--- src/rtl/control_pkg.sv ---
// Shared types and encodings for the multicycle RV32I(M) control unit.
package control_pkg;
   typedef enum logic [3:0] {
      FETCH, DECODE, MEMADR, MEMREAD, MEMWB, MEMWRITE, EXECR, EXECI,
      ALUWB, BRANCH, JAL, JALR, LUI, AUIPC, MULDIV, TRAP
   } state_t;

   typedef enum logic [1:0] {ALUOP_ADD, ALUOP_SUB, ALUOP_R, ALUOP_I} alu_ops_t;
   typedef enum logic [3:0] {
      ALU_ADD, ALU_SUB, ALU_SLL, ALU_SLT, ALU_SLTU, ALU_XOR, ALU_SRL, ALU_SRA, ALU_OR, ALU_AND
   } alu_ctrl_t;
   typedef enum logic [2:0] {IMM_I, IMM_S, IMM_B, IMM_U, IMM_J} imm_ctrl_t;
   typedef enum logic       {MADR_PC, MADR_ALU} mem_addr_sel_t;
   // OLDPC is the address of the instruction being executed; PC has already advanced.
   typedef enum logic [1:0] {SRC1_PC, SRC1_OLDPC, SRC1_RS1, SRC1_ZERO} alu_src1_sel_t;
   typedef enum logic [1:0] {SRC2_4, SRC2_RS2, SRC2_IMM} alu_src2_sel_t;
   typedef enum logic [1:0] {RES_ALU, RES_MEM, RES_PC4, RES_MULDIV} result_sel_t;

   typedef struct packed {
      logic          pc_en;
      logic          inst_en;
      logic          reg_wren;
      logic          mem_wren;
      logic          mem_rden;
      logic          muldiv_start;
      logic          illegal;
      alu_ops_t      aluop;
      mem_addr_sel_t mem_addr_sel;
      alu_src1_sel_t alu_src1_sel;
      alu_src2_sel_t alu_src2_sel;
      result_sel_t   result_sel;
   } ctl_t;

   localparam logic [6:0] OP_LOAD   = 7'b0000011;
   localparam logic [6:0] OP_STORE  = 7'b0100011;
   localparam logic [6:0] OP_R      = 7'b0110011;
   localparam logic [6:0] OP_IMM    = 7'b0010011;
   localparam logic [6:0] OP_BRANCH = 7'b1100011;
   localparam logic [6:0] OP_JAL    = 7'b1101111;
   localparam logic [6:0] OP_JALR   = 7'b1100111;
   localparam logic [6:0] OP_LUI    = 7'b0110111;
   localparam logic [6:0] OP_AUIPC  = 7'b0010111;
   localparam logic [6:0] FUNCT7_M  = 7'b0000001;
endpackage

--- src/rtl/alu_decoder.sv ---
// Maps the FSM's ALU operation class plus funct fields onto a concrete ALU operation.
module alu_decoder
   import control_pkg::*;
(
   input  alu_ops_t   aluop_i,
   input  logic [2:0] funct3_i,
   input  logic       funct7b5_i,
   output alu_ctrl_t  alu_ctrl_o
);
   always_comb begin
      alu_ctrl_o = ALU_ADD;
      case (aluop_i)
         ALUOP_ADD: alu_ctrl_o = ALU_ADD;
         ALUOP_SUB: alu_ctrl_o = ALU_SUB;
         default: begin
            case (funct3_i)
               // Only R-type uses bit 30 to select SUB; ADDI has no such form.
               3'b000:  alu_ctrl_o = (aluop_i == ALUOP_R && funct7b5_i) ? ALU_SUB : ALU_ADD;
               3'b001:  alu_ctrl_o = ALU_SLL;
               3'b010:  alu_ctrl_o = ALU_SLT;
               3'b011:  alu_ctrl_o = ALU_SLTU;
               3'b100:  alu_ctrl_o = ALU_XOR;
               3'b101:  alu_ctrl_o = funct7b5_i ? ALU_SRA : ALU_SRL;
               3'b110:  alu_ctrl_o = ALU_OR;
               default: alu_ctrl_o = ALU_AND;
            endcase
         end
      endcase
   end
endmodule

--- src/rtl/imm_decoder.sv ---
// Selects the immediate format from the opcode.
module imm_decoder
   import control_pkg::*;
(
   input  logic [6:0] opcode_i,
   output imm_ctrl_t  imm_ctrl_o
);
   always_comb begin
      imm_ctrl_o = IMM_I;
      case (opcode_i)
         OP_STORE:         imm_ctrl_o = IMM_S;
         OP_BRANCH:        imm_ctrl_o = IMM_B;
         OP_LUI, OP_AUIPC: imm_ctrl_o = IMM_U;
         OP_JAL:           imm_ctrl_o = IMM_J;
         default:          imm_ctrl_o = IMM_I;
      endcase
   end
endmodule

--- src/rtl/multicycle_control_branch_cond.sv ---
// B-type condition evaluation from ALU compare flags; flags the two undefined funct3 codes.
module branch_cond (
   input  logic [2:0] funct3_i,
   input  logic       alu_zero_i,
   input  logic       alu_lt_i,
   input  logic       alu_ltu_i,
   output logic       taken_o,
   output logic       bad_funct3_o
);
   always_comb begin
      taken_o      = 1'b0;
      bad_funct3_o = 1'b0;
      case (funct3_i)
         3'b000:  taken_o = alu_zero_i;
         3'b001:  taken_o = !alu_zero_i;
         3'b100:  taken_o = alu_lt_i;
         3'b101:  taken_o = !alu_lt_i;
         3'b110:  taken_o = alu_ltu_i;
         3'b111:  taken_o = !alu_ltu_i;
         default: bad_funct3_o = 1'b1;
      endcase
   end
endmodule

--- src/rtl/multicycle_control.sv ---
// Multicycle RV32I(M) control FSM: sequences fetch/decode/execute/writeback and counts retired instructions.
module multicycle_control
   import control_pkg::*;
#(
   parameter bit ENABLE_M        = 1'b1,
   parameter bit TRAP_ON_ILLEGAL = 1'b1,
   parameter int CNT_W           = 32
) (
   input  logic             clk,
   input  logic             reset,
   input  logic [31:0]      inst,
   input  logic             alu_zero,
   input  logic             alu_lt,
   input  logic             alu_ltu,
   input  logic             mem_ready,
   input  logic             muldiv_done,
   output logic             pc_en,
   output logic             inst_en,
   output logic             reg_wren,
   output logic             mem_wren,
   output logic             mem_rden,
   output imm_ctrl_t        imm_ctrl,
   output alu_ctrl_t        alu_ctrl,
   output mem_addr_sel_t    mem_addr_sel,
   output alu_src1_sel_t    alu_src1_sel,
   output alu_src2_sel_t    alu_src2_sel,
   output result_sel_t      result_sel,
   output logic             muldiv_start,
   output logic             illegal,
   output state_t           state,
   output logic [CNT_W-1:0] instret
);
   state_t           state_q, state_d, illegal_dst;
   logic             mul_busy_q;
   logic [CNT_W-1:0] instret_q;
   ctl_t             ctl_c, ctl;
   imm_ctrl_t        imm_dec;
   logic [6:0]       opcode, funct7;
   logic [2:0]       funct3;
   logic             taken, bad_funct3, is_m, unused_inst;

   assign opcode      = inst[6:0];
   assign funct3      = inst[14:12];
   assign funct7      = inst[31:25];
   assign is_m        = (funct7 == FUNCT7_M);
   assign illegal_dst = TRAP_ON_ILLEGAL ? TRAP : FETCH;
   assign unused_inst = ^{inst[24:15], inst[11:7]};

   branch_cond u_branch_cond (
      .funct3_i(funct3), .alu_zero_i(alu_zero), .alu_lt_i(alu_lt), .alu_ltu_i(alu_ltu),
      .taken_o(taken), .bad_funct3_o(bad_funct3)
   );
   alu_decoder u_alu_decoder (
      .aluop_i(ctl.aluop), .funct3_i(funct3), .funct7b5_i(funct7[5]), .alu_ctrl_o(alu_ctrl)
   );
   imm_decoder u_imm_decoder (.opcode_i(opcode), .imm_ctrl_o(imm_dec));

   always_comb begin
      state_d = state_q;
      ctl_c   = ctl_t'('0);
      unique case (state_q)
         FETCH: begin
            ctl_c.mem_rden = 1'b1;
            if (mem_ready) begin
               ctl_c.inst_en = 1'b1;
               ctl_c.pc_en   = 1'b1;
               state_d       = DECODE;
            end
         end
         DECODE: begin
            // Branch target (old PC + imm) is precomputed here for BRANCH.
            ctl_c.alu_src1_sel = SRC1_OLDPC;
            ctl_c.alu_src2_sel = SRC2_IMM;
            case (opcode)
               OP_LOAD, OP_STORE: state_d = MEMADR;
               OP_R:      state_d = !is_m ? EXECR : (ENABLE_M ? MULDIV : illegal_dst);
               OP_IMM:    state_d = EXECI;
               OP_BRANCH: state_d = bad_funct3 ? illegal_dst : BRANCH;
               OP_JAL:    state_d = JAL;
               OP_JALR:   state_d = JALR;
               OP_LUI:    state_d = LUI;
               OP_AUIPC:  state_d = AUIPC;
               default:   state_d = illegal_dst;
            endcase
         end
         MEMADR: begin
            ctl_c.alu_src1_sel = SRC1_RS1;
            ctl_c.alu_src2_sel = SRC2_IMM;
            state_d = (opcode == OP_STORE) ? MEMWRITE : MEMREAD;
         end
         MEMREAD: begin
            ctl_c.mem_rden     = 1'b1;
            ctl_c.mem_addr_sel = MADR_ALU;
            if (mem_ready) state_d = MEMWB;
         end
         MEMWB: begin
            ctl_c.reg_wren   = 1'b1;
            ctl_c.result_sel = RES_MEM;
            state_d          = FETCH;
         end
         MEMWRITE: begin
            ctl_c.mem_addr_sel = MADR_ALU;
            if (mem_ready) begin
               ctl_c.mem_wren = 1'b1;
               state_d        = FETCH;
            end
         end
         EXECR: begin
            ctl_c.alu_src1_sel = SRC1_RS1;
            ctl_c.alu_src2_sel = SRC2_RS2;
            ctl_c.aluop        = ALUOP_R;
            state_d            = ALUWB;
         end
         EXECI: begin
            ctl_c.alu_src1_sel = SRC1_RS1;
            ctl_c.alu_src2_sel = SRC2_IMM;
            ctl_c.aluop        = ALUOP_I;
            state_d            = ALUWB;
         end
         ALUWB: begin
            ctl_c.reg_wren = 1'b1;
            if (opcode == OP_JAL || opcode == OP_JALR) ctl_c.result_sel = RES_PC4;
            else if (opcode == OP_R && is_m)          ctl_c.result_sel = RES_MULDIV;
            state_d = FETCH;
         end
         BRANCH: begin
            ctl_c.alu_src1_sel = SRC1_RS1;
            ctl_c.alu_src2_sel = SRC2_RS2;
            ctl_c.aluop        = ALUOP_SUB;
            ctl_c.pc_en        = taken;
            state_d            = FETCH;
         end
         JAL, JALR, LUI, AUIPC: begin
            ctl_c.alu_src1_sel = (state_q == JALR) ? SRC1_RS1 :
                                 (state_q == LUI)  ? SRC1_ZERO : SRC1_OLDPC;
            ctl_c.alu_src2_sel = SRC2_IMM;
            ctl_c.pc_en        = (state_q == JAL) || (state_q == JALR);
            state_d            = ALUWB;
         end
         MULDIV: begin
            // done is only honoured once the unit has seen start.
            ctl_c.muldiv_start = !mul_busy_q;
            if (mul_busy_q && muldiv_done) state_d = ALUWB;
         end
         TRAP: ctl_c.illegal = 1'b1;
      endcase
   end

   // Reset forces every control quiet so nothing half-issued completes.
   assign ctl = reset ? ctl_c : ctl_t'('0);

   always_ff @(posedge clk or negedge reset) begin
      if (!reset) begin
         state_q    <= FETCH;
         mul_busy_q <= 1'b0;
         instret_q  <= '0;
      end else begin
         state_q    <= state_d;
         mul_busy_q <= (state_q == MULDIV);
         if (state_d == FETCH && state_q != FETCH && state_q != TRAP)
            instret_q <= instret_q + CNT_W'(1);
      end
   end

   assign pc_en        = ctl.pc_en;
   assign inst_en      = ctl.inst_en;
   assign reg_wren     = ctl.reg_wren;
   assign mem_wren     = ctl.mem_wren;
   assign mem_rden     = ctl.mem_rden;
   assign muldiv_start = ctl.muldiv_start;
   assign illegal      = ctl.illegal;
   assign mem_addr_sel = ctl.mem_addr_sel;
   assign alu_src1_sel = ctl.alu_src1_sel;
   assign alu_src2_sel = ctl.alu_src2_sel;
   assign result_sel   = ctl.result_sel;
   assign imm_ctrl     = reset ? imm_dec : IMM_I;
   assign state        = state_q;
   assign instret      = instret_q;
endmodule

--- config.mk ---
export PLATFORM = sky130hd
export DESIGN_NAME = multicycle_control
export DESIGN_NICKNAME = d
export VERILOG_FILES = /design/src/rtl/control_pkg.sv /design/src/rtl/alu_decoder.sv /design/src/rtl/imm_decoder.sv /design/src/rtl/multicycle_control_branch_cond.sv /design/src/rtl/multicycle_control.sv
export SDC_FILE = /design/constraint.sdc
export NUM_CORES = 1
export LEC_CHECK = 0
export ABC_AREA = 1
export CAP_MARGIN = 20
export CORE_MARGIN = 5
export CORE_UTILIZATION = 35
export CTS_CLUSTER_DIAMETER = 30
export DETAILED_ROUTE_END_ITERATION = 7
export PLACE_DENSITY_LB_ADDON = 0.25
export SYNTH_ARGS = -nofsm -noshare
export SYNTH_HDL_FRONTEND = slang
export SYNTH_SLANG_ARGS = --single-unit
--- constraint.sdc ---
create_clock -name clk -period 2.3 [get_ports clk]
set_clock_uncertainty 0.2 [all_clocks]
set_input_delay 0.46 -clock clk [delete_from_list [all_inputs] [get_ports clk]]
set_output_delay 0.46 -clock clk [all_outputs]
set_load 0.01 [all_outputs]
# After elaboration in Yosys (flattened, before gate mapping)
# Index checks and enable logic that the tools add are counted.
# op_classes
n_eq_ne	35
reduce_logical	27
muxes	34
n_addsub	1
# op_table
operator	count
one-hot mux 4 bit (8 select lines)	2
adder 32 x 1 -> 32 bit, second input constant	1
== test 4 bit, second input constant	8
one-hot mux 4 bit (7 select lines)	1
== test 7 x 6 -> 1 bit, second input constant	3
== test 7 bit, second input constant	3
two-way mux 4 bit	5
== test 4 x 3 -> 1 bit, second input constant	4
two-way mux 16 bit	1
one-hot mux 4 bit (4 select lines)	1
== test 7 x 5 -> 1 bit, second input constant	2
OR reduction 2 bit	7
== test 3 bit, second input constant	4
one-hot mux 3 bit (4 select lines)	1
OR reduction 6 bit	2
two-way mux 1 bit	10
two-way mux 2 bit	5
two-way mux 3 bit	3
== test 4 x 2 -> 1 bit, second input constant	2
zero test 4 bit	2
one-hot mux 4 bit (2 select lines)	1
== test 7 x 1 -> 1 bit, second input constant	1
== test 7 x 2 -> 1 bit, second input constant	1
== test 3 x 2 -> 1 bit, second input constant	2
other kinds (17)	25
# word_totals
reg_bits	37
wordCells	100

# Longest topological paths before layout
# Gate-level depths: netlist (run 1).
# depth
word_depth	11
depth_mapped	14
depth_no_buf	13

# Hierarchy
# A second synthesis (run 1) with hierarchy kept.
# hier_totals
cells_unflattened	505
area_unflattened_um2	3155.5
# by_module_without_submodules
module	area_each_um2	instances	cells_each
multicycle_control	2879.0	1	443
alu_decoder	110.1	1	25
imm_decoder	96.3	1	21
branch_cond	70.1	1	16

# Worst setup path before layout (run 1)
# No wires, ideal clock.
# synth_timing
path_type	register -> output
start	register state_q[3], in the netlist state[3]
end	output result_sel[0]
arrival_ns	1.419
n_path_buf	0
t_required_ns	1.640
stages_incl_launch_ff	6
setup_slack_ns	0.221
cell_sequence	dfrtp_1 inv_1 nor2_1 nand2_1 a21oi_1 a21boi_0
# synth_via
elab_chain_len	3
# synth_rtl
element	line	text
start: declaration	multicycle_control.sv:33	state_t state_q, state_d, illegal_dst;
start signal: assignment	multicycle_control.sv:158	state_q <= state_d;
== test 4 bit / == test 4 x 3 -> 1 bit (equally long branches)	multicycle_control.sv:61	unique case (state_q)
one-hot mux 2 bit (2 select lines) (*)	multicycle_control.sv:61	
two-way mux 16 bit (*)	multicycle_control.sv:150	assign ctl = reset ? ctl_c : ctl_t'('0);
end: declaration	multicycle_control.sv:27	output result_sel_t result_sel,
# Every way passes the cells marked *; elsewhere a longest branch is shown, timed or not.

# Final worst setup path (run 1)
# layout_timing
start	register state_q[2], in the netlist state[2]
end	output alu_ctrl[0]
# layout_via
elab_chain_len	8
# layout_rtl
element	line	text
== test 4 bit / == test 4 x 3 -> 1 bit (equally long branches)	multicycle_control.sv:61	
one-hot mux 2 bit (3 select lines) (*)	multicycle_control.sv:61	
two-way mux 16 bit (*)	multicycle_control.sv:150	
== test 2 bit	alu_decoder.sv:18	3'b000: alu_ctrl_o = (aluop_i == ALUOP_R && funct7b5_i) ? ALU_SUB : ALU_ADD;
logical AND 1 bit	alu_decoder.sv:18	
two-way mux 1 bit	alu_decoder.sv:18	
one-hot mux 4 bit (7 select lines)	alu_decoder.sv:16	case (funct3_i)
one-hot mux 4 bit (2 select lines) (*)	alu_decoder.sv:12	case (aluop_i)
end: declaration	multicycle_control.sv:23	output alu_ctrl_t alu_ctrl,
# Marked as above.

==> results of run 1 <==
## layer usage
layer	vias up	global-route usage
met2	129	0.3013
met5	-	0
met3	23	0.03481
met1	1703	0.2718
met4	0	0.05449
li1	1807	-
## kinds of logic after synthesis
group	synth area share
flops	0.3118
compound gates	0.06194
buf+inv	0.08302
fa+ha+maj	0.004213
xor+xnor	0.09145
simple gates	0.4475
## how the worst max path moves through the flow
stage                             from       endpoint  slack, ps  cells past startpoint
floorplan           state[3]$_DFF_PN0_  result_sel[0]        220                      5
global placement              inst[13]    alu_ctrl[0]       -600                      8
detailed placement            inst[14]    alu_ctrl[0]       -670                      9
CTS                 state[0]$_DFF_PN0_    alu_ctrl[0]       -260                     11
global route        state[2]$_DFF_PN0_    alu_ctrl[0]       -230                     10
finish              state[2]$_DFF_PN0_    alu_ctrl[0]       -170                     10
## layout make-up
type,instances,area (µm²)
clock inverters,2,38.79
inverters,42,157.7
flip-flops and latches,37,928.4
fillers,812,3586
clock buffers,6,72.57
multi-input cells,368,1938
well taps,105,131.4
repair buffers,168,1405
## where the power goes
part           switching [mW]  internal [mW]  total (mW)
logic                    1.50           1.21        2.70
registers              0.0991          0.718       0.817
clock network           0.248          0.326       0.574
total                    1.84           2.25        4.09
## synthesized netlist by cell type (all sizes together), types with 2 or more instances
cell type    n
a31oi        3
xor2        16
a211oi       2
buf         11
xnor2       15
nand3       59
nand2      156
nand4        6
nor3        24
dfrtp       37
o211ai       2
inv         41
nor3b        2
o21ai        8
nor2        56
a21oi       13
clkbuf       2
## layout by cell type, fill, tap and decap left out, types with 10 or more instances in the layout
master	n
sky130_fd_sc_hd__xnor2_1	15
sky130_fd_sc_hd__nand2_1	146
sky130_fd_sc_hd__dlygate4sd2_1	13
sky130_fd_sc_hd__dfrtp_1	35
sky130_fd_sc_hd__nand3_1	55
sky130_fd_sc_hd__inv_1	25
sky130_fd_sc_hd__buf_2	14
sky130_fd_sc_hd__nor3_1	18
sky130_fd_sc_hd__buf_4	78
sky130_fd_sc_hd__inv_2	16
sky130_fd_sc_hd__clkdlybuf4s50_1	47
sky130_fd_sc_hd__xor2_1	16
sky130_fd_sc_hd__a21oi_1	10
sky130_fd_sc_hd__nor2_1	44
## repair_timing
action | 4_1_cts | 5_1_grt
buffers inserted | 3 | 10
pin swaps | 10 | 11
gates cloned | 0 | 2
gates resized for setup | 84 | 52
setup endpoints to repair | 53 | 52
hold buffers | 0 | 0
## worst max-delay path: stages (launching register included)
cell and delay [ps]:
sky130_fd_sc_hd__dfrtp_1 450, sky130_fd_sc_hd__inv_2 80, sky130_fd_sc_hd__nor2_4 160, sky130_fd_sc_hd__nand2_2 90, sky130_fd_sc_hd__a21oi_2 130, sky130_fd_sc_hd__inv_1 70, sky130_fd_sc_hd__nand4_1 70, sky130_fd_sc_hd__nand3_1 70
sky130_fd_sc_hd__o21ai_1 150, sky130_fd_sc_hd__o21ai_1 90, sky130_fd_sc_hd__buf_2 150
## state kept, by name (all words and copies together) (netlist names)
| register | count |
|---|---|
| instret | 32 |
| mul_busy_q | 1 |
| state | 4 |
## stage by stage
stage               hold WS, ps  cell area [µm²]  power, mW  setup slack [ps]
global placement          315.7             4375      2.823            -596.2
floorplan                -35.59             2969      2.015             221.3
global route              65.20             4672      4.354            -231.2
finish                    44.58             4672      4.094            -167.9
detailed placement        320.0             4375      2.847            -667.2
CTS                       42.43             4529      3.502            -259.6
==> impl_table.tex, run 1 <==
\begin{tabular}{lr}
\hline
Metric & Value \\
\hline
\multicolumn{2}{l}{\textbf{Die}} \\
\quad Initial Utilization & 0.3595 \\
\quad Placement row count & 33 \\
\quad Die height & about 100 µm \\
\quad Die outline area & between 10,000 and 15,000 µm² \\
\quad Number of primary I/O pins & 96 \\
\quad CORE AREA & between 8000 and 9000 µm² \\
\quad Die Span X & slightly above 100 µm \\
\multicolumn{2}{l}{\textbf{STA}} \\
\quad Clock period minus worst slack & approximately 2500 ps \\
\quad Number of endpoints with negative hold slack in the final report & 0 \\
\quad Unrepaired setup endpoints after global routing & yes \\
\quad Crit share post-route & 1.073 \\
\quad Number of max-slew violations in the final report & 0 \\
\quad Slew headroom & 0.7122 \\
\quad Max frequency & just over 400 MHz \\
\quad Setup violators final & slightly above 40 \\
\quad Final TNS setup & -2331 ps \\
\quad Worst-margin pin slew & 428.5 ps \\
\quad Worst path setup slack after routing & -167.9 ps \\
\multicolumn{2}{l}{\textbf{Logic synthesis}} \\
\quad Cell accounting for the most synthesized area & sky130\_fd\_sc\_hd\_\_dfrtp\_1 \\
\quad Fraction of synthesized cell area taken by the top area cell type & 0.3118 \\
\quad Most frequently used flop master after synthesis & sky130\_fd\_sc\_hd\_\_dfrtp\_1 \\
\quad Share of synthesized area occupied by flip-flops and latches & 0.3118 \\
\quad Average cell area after synthesis & between 6 and 7 µm² \\
\quad Distinct cells, synth & 34 \\
\quad FFs w/ async S/R, synth & 1.000 \\
\quad Count of flip-flops with a built-in enable after synthesis & 0 \\
\quad Gate Count Post-Synth & approximately 460 \\
\quad Yosys Warn Count & 0 \\
\quad Register bit total from synthesis & 37 \\
\quad Mapped cell area & slightly below 3000 µm² \\
\quad Number of nets in the synthesized netlist & roughly 500 \\
\quad Main area contributors after synthesis & sky130\_fd\_sc\_hd\_\_dfrtp\_1 31\%, sky130\_fd\_sc\_hd\_\_nand2\_1 19\%, sky130\_fd\_sc\_hd\_\_nand3\_1 9.6\% \\
\multicolumn{2}{l}{\textbf{Route}} \\
\quad Highest metal used & met4 \\
\quad DRC marker count from the first detailed-route iteration & 196 \\
\quad Wire length after detailed routing & $\sim$10,000 µm \\
\quad Detailed-routing iteration count for the pre-antenna-repair pass & 5 \\
\quad Detailed-route DRC error count & 0 \\
\quad Vias post-DR & $\sim$3,700 \\
\quad Antenna-violating nets left & 0 \\
\quad Routed length on met2 & slightly below 5000 µm \\
\quad Average wire per cell in the routed design & between 10 and 15 µm \\
\quad Via density per instance & roughly 5 \\
\quad Metal-1 WL & between 4000 and 5000 µm \\
\quad Met3 layer wire length in the routed design & about 700 µm \\
\multicolumn{2}{l}{\textbf{Finish}} \\
\quad Antenna Diode Count & 0 \\
\quad Growth of design area from synthesis to finish & 57.35\% \\
\quad Layout Utilization & 0.5658 \\
\quad Final std cells w/o fill & $\sim$730 \\
\quad Layout cell share with drive strength beyond 1 & 0.2761 \\
\quad Number of nets in the layout & roughly 660 \\
\multicolumn{2}{l}{\textbf{Worst setup path}} \\
\quad Startpoint kind of the worst setup timing path & register \\
\quad FF-to-FF setup slack & -70 ps \\
\quad FF-to-FF Start & state[2]\$\_DFF\_PN0\_ \\
\quad Required time at the worst-slack endpoint & around 1600 ps \\
\quad Worst R2R End & instret[2]\$\_DFFE\_PN0P\_ \\
\quad Worst Path Max Fanout & 3 \\
\quad Critical Path Sink Type & output pin \\
\quad Crit path DAT & roughly 1800 ps \\
\quad Length in cells of the worst reg-to-reg path & 13 \\
\quad Setup CP Type & register to output pin \\
\multicolumn{2}{l}{\textbf{Status}} \\
\quad Result of the run & complete, but fails checks \\
\quad Violations in the final reports & negative setup slack \\
\multicolumn{2}{l}{\textbf{Power and ir drop}} \\
\quad Leakage & 2.304 nW \\
\quad Worst-case vdd ir drop & 0.4676 mV \\
\quad Power density of the placed cells & 876.2 nW/µm² \\
\multicolumn{2}{l}{\textbf{Clocking}} \\
\quad Root Buffer & sky130\_fd\_sc\_hd\_\_clkbuf\_8 \\
\quad Clock tree from TritonCTS & yes \\
\quad H-tree depth reported by CTS & 2 \\
\quad Insertion delay of the later-clocked pin in the worst-skew pair & about 300 ps \\
\quad Reg clk slew, reported paths & 80 ps \\
\quad Number of CTS-inserted buffers & 5 \\
\quad CTS Buffer Depth & 2 \\
\quad Clock tree sinks & 37 \\
\multicolumn{2}{l}{\textbf{GRT}} \\
\quad All-layer global routing usage & 0.1923 \\
\quad Number of global-route vias before repair & between 3,000 and 4,000 \\
\quad First-pass GRT wire length & 16,460 µm \\
\quad Antenna violations before repair & 0 \\
\quad Grt ovf & 0 \\
\quad Maximum number of pins on one net before global-route repair & 33 \\
\multicolumn{2}{l}{\textbf{Place}} \\
\quad Final weighted congestion in routability-driven placement & roughly 0.96 \\
\quad Count of placed standard cells including taps & approximately 700 \\
\quad DP Wirelength & 7714 µm \\
\quad Input/output buffers & 80 \\
\multicolumn{2}{l}{\textbf{Hold path}} \\
\quad Class of the worst hold path & input port to asynchronous set/reset pin \\
\multicolumn{2}{l}{\textbf{Flow run}} \\
\quad Max-cap violations & 0 \\
\hline
\end{tabular}
Note: power is estimated with default switching activity, not from simulation.
==> run 2: changes to the inputs <==
Settings changed: CAP_MARGIN 20 to 40.
Clock period 2.3 ns to 2.7 ns, I/O delays scaled along.
==> impl_table.tex, run 2 (synthesized netlist as in run 1, its figures left out) <==
\begin{tabular}{lr}
\hline
Metric & Value \\
\hline
\multicolumn{2}{l}{\textbf{Status}} \\
\quad Result of the run & finished, final reports clean \\
\multicolumn{2}{l}{\textbf{Route}} \\
\quad DRC marker count from the first detailed-route iteration & 220 (+12\%) \\
\quad Detailed-route DRC error count & 0 (unchanged) \\
\quad Vias post-DR & 3,434 (-6.2\%) \\
\quad Average wire per cell in the routed design & 13.71 µm (-4.8\%) \\
\quad Via density per instance & 4.948 (-1.6\%) \\
\quad Wire length after detailed routing & 9517 µm (-9.3\%) \\
\quad Detailed-routing iteration count for the pre-antenna-repair pass & 4 (-1) \\
\quad Antenna-violating nets left & 0 (unchanged) \\
\multicolumn{2}{l}{\textbf{Die}} \\
\quad Die Span X & 102.1 µm (unchanged) \\
\quad Number of primary I/O pins & 96 (unchanged) \\
\quad Die outline area & 10,430 µm² (unchanged) \\
\quad Initial Utilization & 0.3595 (unchanged) \\
\quad Die height & 102.1 µm (unchanged) \\
\quad CORE AREA & 8258 µm² (unchanged) \\
\quad Placement row count & 33 (unchanged) \\
\multicolumn{2}{l}{\textbf{GRT}} \\
\quad All-layer global routing usage & 0.1832 (-0.009076) \\
\quad Grt ovf & 0 (unchanged) \\
\quad Number of global-route vias before repair & 3,151 (-7.8\%) \\
\quad First-pass GRT wire length & 15,500 µm (-5.9\%) \\
\quad Antenna violations before repair & 0 (unchanged) \\
\quad Maximum number of pins on one net before global-route repair & 33 (unchanged) \\
\multicolumn{2}{l}{\textbf{Place}} \\
\quad Input/output buffers & 80 (unchanged) \\
\quad Worst-case setup slack after placement & -434.2 ps (+233.1 ps) \\
\quad Final weighted congestion in routability-driven placement & 0.9994 (+4.1\%) \\
\quad DP Wirelength & 7426 µm (-3.7\%) \\
\multicolumn{2}{l}{\textbf{STA}} \\
\quad Worst path setup slack after routing & 18.56 ps (+186.4 ps) \\
\quad Final TNS setup & 0 ps (+2331 ps) \\
\quad Setup violators final & 0 (-100\%) \\
\quad Slew headroom & 0.6896 (-0.02258) \\
\quad Max frequency & around 370 MHz \\
\quad Number of endpoints with negative hold slack in the final report & 0 (unchanged) \\
\quad Unrepaired setup endpoints after global routing & yes \\
\quad Crit share post-route & 0.9931 \\
\quad Worst-margin pin slew & 462.1 ps (+33.62 ps) \\
\quad Number of max-slew violations in the final report & 0 (unchanged) \\
\quad Clock period minus worst slack & 2681 ps \\
\multicolumn{2}{l}{\textbf{Finish}} \\
\quad Most frequent cells in the layout & 152 x sky130\_fd\_sc\_hd\_\_nand2\_1, 58 x sky130\_fd\_sc\_hd\_\_clkdlybuf4s50\_1, 57 x sky130\_fd\_sc\_hd\_\_nand3\_1 \\
\quad Largest register FFs & 32 (unchanged) \\
\quad Layout cell share with drive strength beyond 1 & 0.1885 (-0.08763) \\
\quad Layout Utilization & 0.5315 (-0.03424) \\
\quad Antenna Diode Count & 0 (unchanged) \\
\quad Commonest non-fill, non-tap cell in the layout & sky130\_fd\_sc\_hd\_\_nand2\_1 \\
\quad Growth of design area from synthesis to finish & 47.83\% \\
\quad Fillers & 826 (+1.7\%) \\
\quad Number of nets in the layout & 629 (-5.0\%) \\
\multicolumn{2}{l}{\textbf{Flow run}} \\
\quad Max-cap violations & 0 (unchanged) \\
\multicolumn{2}{l}{\textbf{Clocking}} \\
\quad Clock tree from TritonCTS & yes \\
\quad CTS Buffer Depth & 2 (unchanged) \\
\quad Clock tree sinks & 37 (unchanged) \\
\quad Root Buffer & sky130\_fd\_sc\_hd\_\_clkbuf\_8 \\
\quad H-tree depth reported by CTS & 2 (unchanged) \\
\quad CTS Hold Bufs & 0 (unchanged) \\
\quad Number of CTS-inserted buffers & 5 (unchanged) \\
\quad Reg clk slew, reported paths & 70 ps (about the same) \\
\quad Insertion delay of the later-clocked pin in the worst-skew pair & 290 ps (about the same) \\
\multicolumn{2}{l}{\textbf{Worst setup path}} \\
\quad Critical Path Sink Type & output pin \\
\quad Critical path launch point & state[0]\$\_DFF\_PN0\_ \\
\quad Startpoint kind of the worst setup timing path & register \\
\quad Crit path DAT & 1940 ps (+130 ps) \\
\quad Setup CP Type & register to output pin \\
\quad Required time at the worst-slack endpoint & 1960 ps (+320 ps) \\
\quad FF-to-FF Start & instret[1]\$\_DFFE\_PN0P\_ \\
\quad Worst Path Max Fanout & 6 (+3) \\
\multicolumn{2}{l}{\textbf{Power and ir drop}} \\
\quad Leakage & 2.211 nW (-4.0\%) \\
\quad Worst-case vdd ir drop & 0.3776 mV (-19\%) \\
\quad Power density of the placed cells & 662.0 nW/µm² (-24\%) \\
\multicolumn{2}{l}{\textbf{Hold path}} \\
\quad Class of the worst hold path & input port to asynchronous set/reset pin \\
\hline
\end{tabular}
[run 2: cell count changes in the layout (fill, tap and decap cells not counted), moves of 4 or more]
cell                              delta
sky130_fd_sc_hd__nor2_2              +6
sky130_fd_sc_hd__dlygate4sd2_1      -10
sky130_fd_sc_hd__clkdlybuf4s50_1    +11
sky130_fd_sc_hd__dlymetal6s2s_1      +9
sky130_fd_sc_hd__inv_2               -5
sky130_fd_sc_hd__inv_1               +5
sky130_fd_sc_hd__nand2_1             +6
sky130_fd_sc_hd__buf_4              -26
sky130_fd_sc_hd__nor2_4              -4
sky130_fd_sc_hd__buf_2              -12
sky130_fd_sc_hd__buf_6               -6
sky130_fd_sc_hd__nand2_2             -5
[run 2: power breakdown]
group	internal [mW]	leakage (nW)	switching (mW)	total, mW
Clock	0.203	0.0443	0.196	0.399
Sequential	0.612	0.503	0.0924	0.705
Combinational	0.723	1.66	1.08	1.80
[run 2: stage by stage]
stage,instance area [µm²],power [mW],instances,hold WS [ps]
floorplan,2969,1.716,459,44.41
global placement,4173,2.185,678,316.5
detailed placement,4173,2.200,678,317.1
CTS,4273,2.607,685,99.04
global route,4389,3.129,694,110.4
finish,4389,2.906,694,102.5
[run 2: final timing paths]
kind	cells after the start	to	slack [ps]
min in group clk	2	instret[31]$_DFFE_PN0P_	340
max in group asynchronous	3	state[2]$_DFF_PN0_	1830
setup / recovery	6	alu_src2_sel[1]	20
setup reg to reg	9	instret[30]$_DFFE_PN0P_	390
hold reg to reg	2	instret[31]$_DFFE_PN0P_	340
hold / removal	2	instret[20]$_DFFE_PN0P_	100
[run 2: worst max-delay path, stage by stage (launching register included)]
cell                              delay (ps)
sky130_fd_sc_hd__dfrtp_1                 460
sky130_fd_sc_hd__nor2_1                  230
sky130_fd_sc_hd__nand2_1                 160
sky130_fd_sc_hd__nand2_1                 130
sky130_fd_sc_hd__nor3_1                   50
sky130_fd_sc_hd__nor2_1                   90
sky130_fd_sc_hd__clkdlybuf4s50_1         540
[run 2: layer usage]
| metal | global-route usage | part of all wire |
|---|---|---|
| met5 | 0 | 0 |
| met1 | 0.2649 | 0.48 |
| met3 | 0.02935 | 0.061 |
| met2 | 0.2919 | 0.45 |
| met4 | 0.03330 | 0.0065 |
[run 2: cell type report]
type | instances | area, µm² | area share
Timing Repair Buffer | 135 | 1226 | 0.2794
Clock buffer | 7 | 86.33 | 0.01967
Tap cell | 105 | 131.4 | 0.02993
Multi-Input combinational cell | 368 | 1858 | 0.4233
Inverter | 42 | 157.7 | 0.03592
Sequential cell | 37 | 929.6 | 0.2118
[run 2: timing repair]
item                       4_1_cts  5_1_grt
setup buffers                    0        8
gates resized for setup         33       29
setup endpoints to repair       16       46
gates cloned                     0        1
pin swaps                        0        5
==> run 3: changes to the inputs <==
Settings changed: CORE_MARGIN 5 to not set, CORE_UTILIZATION 35 to 40.
==> impl_table.tex, run 3 (synthesized netlist as in run 1, its figures left out) <==
\begin{tabular}{lr}
\hline
Metric & Value \\
\hline
\multicolumn{2}{l}{\textbf{GRT}} \\
\quad Grt ovf & 0 (unchanged) \\
\quad First-pass GRT wire length & 14,830 µm (-4.3\%) \\
\quad Maximum number of pins on one net before global-route repair & 33 (unchanged) \\
\quad Antenna violations before repair & 0 (unchanged) \\
\quad Number of global-route vias before repair & 3,144 (-0.22\%) \\
\quad All-layer global routing usage & 0.2425 (+0.05928) \\
\multicolumn{2}{l}{\textbf{STA}} \\
\quad Crit share post-route & 0.9853 (-0.007827) \\
\quad Number of endpoints with negative hold slack in the final report & 0 (unchanged) \\
\quad Worst Hold Slack & 34.22 ps (-68.31 ps) \\
\quad Max frequency & 375.9 MHz (+0.79\%) \\
\quad Setup violators final & 0 (unchanged) \\
\quad Worst-margin pin slew & 529.2 ps (+67.09 ps) \\
\quad Clock period minus worst slack & 2660 ps (-21.13 ps) \\
\quad Number of max-slew violations in the final report & 0 (unchanged) \\
\quad Final TNS setup & 0 ps (unchanged) \\
\quad Slew headroom & 0.6445 (-0.04507) \\
\multicolumn{2}{l}{\textbf{Worst setup path}} \\
\quad Critical Path Sink Type & output pin \\
\quad Maximum cell stage delay along the critical path & 560 ps (+20 ps) \\
\quad Worst Path Max Fanout & 4 (-2) \\
\quad Gate family responsible for the most delay along the worst path & buffers and inverters \\
\quad Startpoint kind of the worst setup timing path & register \\
\quad Required time at the worst-slack endpoint & 1960 ps (about the same) \\
\quad Crit path buffers/inverters & 3 (+2) \\
\quad Crit path DAT & 1920 ps (-20 ps) \\
\quad Crit-path cells & inv\_2, nor3\_1, nand2\_1, buf\_4, nor3\_1, clkdlybuf4s50\_1 \\
\quad Slowest CP cell & sky130\_fd\_sc\_hd\_\_clkdlybuf4s50\_1 \\
\quad Cell seen most often among critical-path stages & sky130\_fd\_sc\_hd\_\_nor3\_1 \\
\quad Setup CP Type & register to output pin \\
\multicolumn{2}{l}{\textbf{Power and ir drop}} \\
\quad Seq pwr share & 0.239 (-0.004) \\
\quad Switching power of the nets & 1.358 mW (-0.73\%) \\
\quad Worst-case vdd ir drop & 0.4925 mV (+30\%) \\
\quad Overall power after layout & 2.943 mW (+1.3\%) \\
\quad Cell internal power dissipation & 1.585 mW (+3.1\%) \\
\quad Power density of the placed cells & 667.5 nW/µm² (+0.83\%) \\
\quad Switching power as a share of total power & 0.4614 (-0.009382) \\
\quad Portion of total power attributed to combinational logic & 0.635 (+0.015) \\
\quad Part of the power in the clock network & 0.125 (-0.012) \\
\quad Leakage & 2.199 nW (-0.55\%) \\
\multicolumn{2}{l}{\textbf{Route}} \\
\quad Average wire per cell in the routed design & 13.45 µm (-1.9\%) \\
\quad Wire length after detailed routing & 9310 µm (-2.2\%) \\
\quad Detailed-route DRC error count & 0 (unchanged) \\
\quad Via density per instance & 5.062 (+2.3\%) \\
\quad DRC marker count from the first detailed-route iteration & 226 (+2.7\%) \\
\quad Vias post-DR & 3,503 (+2.0\%) \\
\quad Detailed-routing iteration count for the pre-antenna-repair pass & 5 (+1) \\
\quad Antenna-violating nets left & 0 (unchanged) \\
\multicolumn{2}{l}{\textbf{Die}} \\
\quad Initial Utilization & 0.4116 (+0.05201) \\
\quad CORE AREA & 7214 µm² (-13\%) \\
\quad Die Span X & 88.16 µm (-14\%) \\
\quad Die height & 88.16 µm (-14\%) \\
\quad Placement row count & 31 (-6.1\%) \\
\quad Die outline area & 7771 µm² (-25\%) \\
\quad Number of primary I/O pins & 96 (unchanged) \\
\multicolumn{2}{l}{\textbf{Finish}} \\
\quad Number of nets in the layout & 632 (+0.48\%) \\
\quad Final std cells w/o fill & 692 (-0.29\%) \\
\quad Growth of design area from synthesis to finish & 48.50\% \\
\quad Antenna Diode Count & 0 (unchanged) \\
\quad Most frequent cells in the layout & 151 x sky130\_fd\_sc\_hd\_\_nand2\_1, 58 x sky130\_fd\_sc\_hd\_\_clkdlybuf4s50\_1, 57 x sky130\_fd\_sc\_hd\_\_nand3\_1 \\
\quad Commonest non-fill, non-tap cell in the layout & sky130\_fd\_sc\_hd\_\_nand2\_1 \\
\quad Largest register FFs & 32 (unchanged) \\
\quad Layout cell share with drive strength beyond 1 & 0.1838 (-0.004644) \\
\quad Post-route design area & 4409 µm² (+0.46\%) \\
\multicolumn{2}{l}{\textbf{Clocking}} \\
\quad Root Buffer & sky130\_fd\_sc\_hd\_\_clkbuf\_8 \\
\quad Reg clk slew, reported paths & 70 ps (about the same) \\
\quad Insertion delay of the later-clocked pin in the worst-skew pair & 280 ps (about the same) \\
\quad H-tree depth reported by CTS & 2 (unchanged) \\
\quad Clock tree from TritonCTS & yes \\
\quad Clock tree sinks & 37 (unchanged) \\
\quad CTS Buffer Depth & 2 (unchanged) \\
\quad Number of CTS-inserted buffers & 5 (unchanged) \\
\multicolumn{2}{l}{\textbf{Status}} \\
\quad Result of the run & finished, final reports clean \\
\multicolumn{2}{l}{\textbf{Place}} \\
\quad Input/output buffers & 80 (unchanged) \\
\quad DP Wirelength & 7132 µm (-4.0\%) \\
\quad Final weighted congestion in routability-driven placement & 0.9241 (-7.5\%) \\
\quad Instance area at placement & 4188 µm² (+0.36\%) \\
\quad Count of placed standard cells including taps & 675 (-0.44\%) \\
\multicolumn{2}{l}{\textbf{Flow run}} \\
\quad Max-cap violations & 0 (unchanged) \\
\multicolumn{2}{l}{\textbf{Hold path}} \\
\quad Class of the worst hold path & input port to asynchronous set/reset pin \\
\hline
\end{tabular}
==> run 3: final timing paths <==
check | slack (ps) | cells after the start | startpoint | endpoint
worst max-delay path | 40 | 6 | state[1]$_DFF_PN0_ | alu_ctrl[3]
worst min-delay path | 30 | 2 | reset | instret[13]$_DFFE_PN0P_
worst max register to register | 460 | 8 | instret[6]$_DFFE_PN0P_ | instret[30]$_DFFE_PN0P_
worst min register to register | 340 | 2 | instret[31]$_DFFE_PN0P_ | instret[31]$_DFFE_PN0P_
max in group asynchronous | 1750 | 2 | reset | instret[28]$_DFFE_PN0P_
min in group clk | 340 | 2 | instret[31]$_DFFE_PN0P_ | instret[31]$_DFFE_PN0P_
==> run 3: what timing repair did <==
action | CTS | global route
hold buffers | 1 | 0
hold endpoints to repair | 1 | 0
pin swaps | 0 | 5
gates cloned | 0 | 1
gates resized for setup | 36 | 20
setup endpoints to repair | 14 | 48
setup buffers | 0 | 7
==> run 3: power groups by stage <==
stage | clock network [mW] | logic [mW] | registers, mW
final | 0.368 | 1.87 | 0.705
after global routing | 0.403 | 2.03 | 0.711
after CTS | 0.382 | 1.53 | 0.705
after detailed placement | 0 | 1.52 | 0.713
after global placement | 0 | 1.51 | 0.710
after floorplan | 0 | 1.00 | 0.712
==> run 3: layer usage <==
| layer | vias up | wire (µm) | GRT usage |
|---|---|---|---|
| met2 | 120 | 4299 | 0.4052 |
| met5 | - | 0 | 0 |
| met3 | 13 | 526 | 0.03299 |
| met4 | 0 | 72 | 0.03519 |
| li1 | 1758 | - | - |
| met1 | 1612 | 4411 | 0.3404 |
==> run 3: layout make-up <==
cell class                      instances  area (µm²)
Fill cell                             717        2805
Multi-Input combinational cell        368        1854
Timing Repair Buffer                  138        1262
Sequential cell                        37       930.9
Inverter                               42       157.7
Tap cell                               99       123.9
Clock buffer                            8       80.08
==> run 3: stage by stage <==
stage                 util  worst slack (ps)
CTS                 0.5924            -3.416
detailed placement  0.5805            -396.6
global route        0.6112            -40.44
global placement    0.5805            -342.5
finish              0.6112             39.69
floorplan                -             526.3
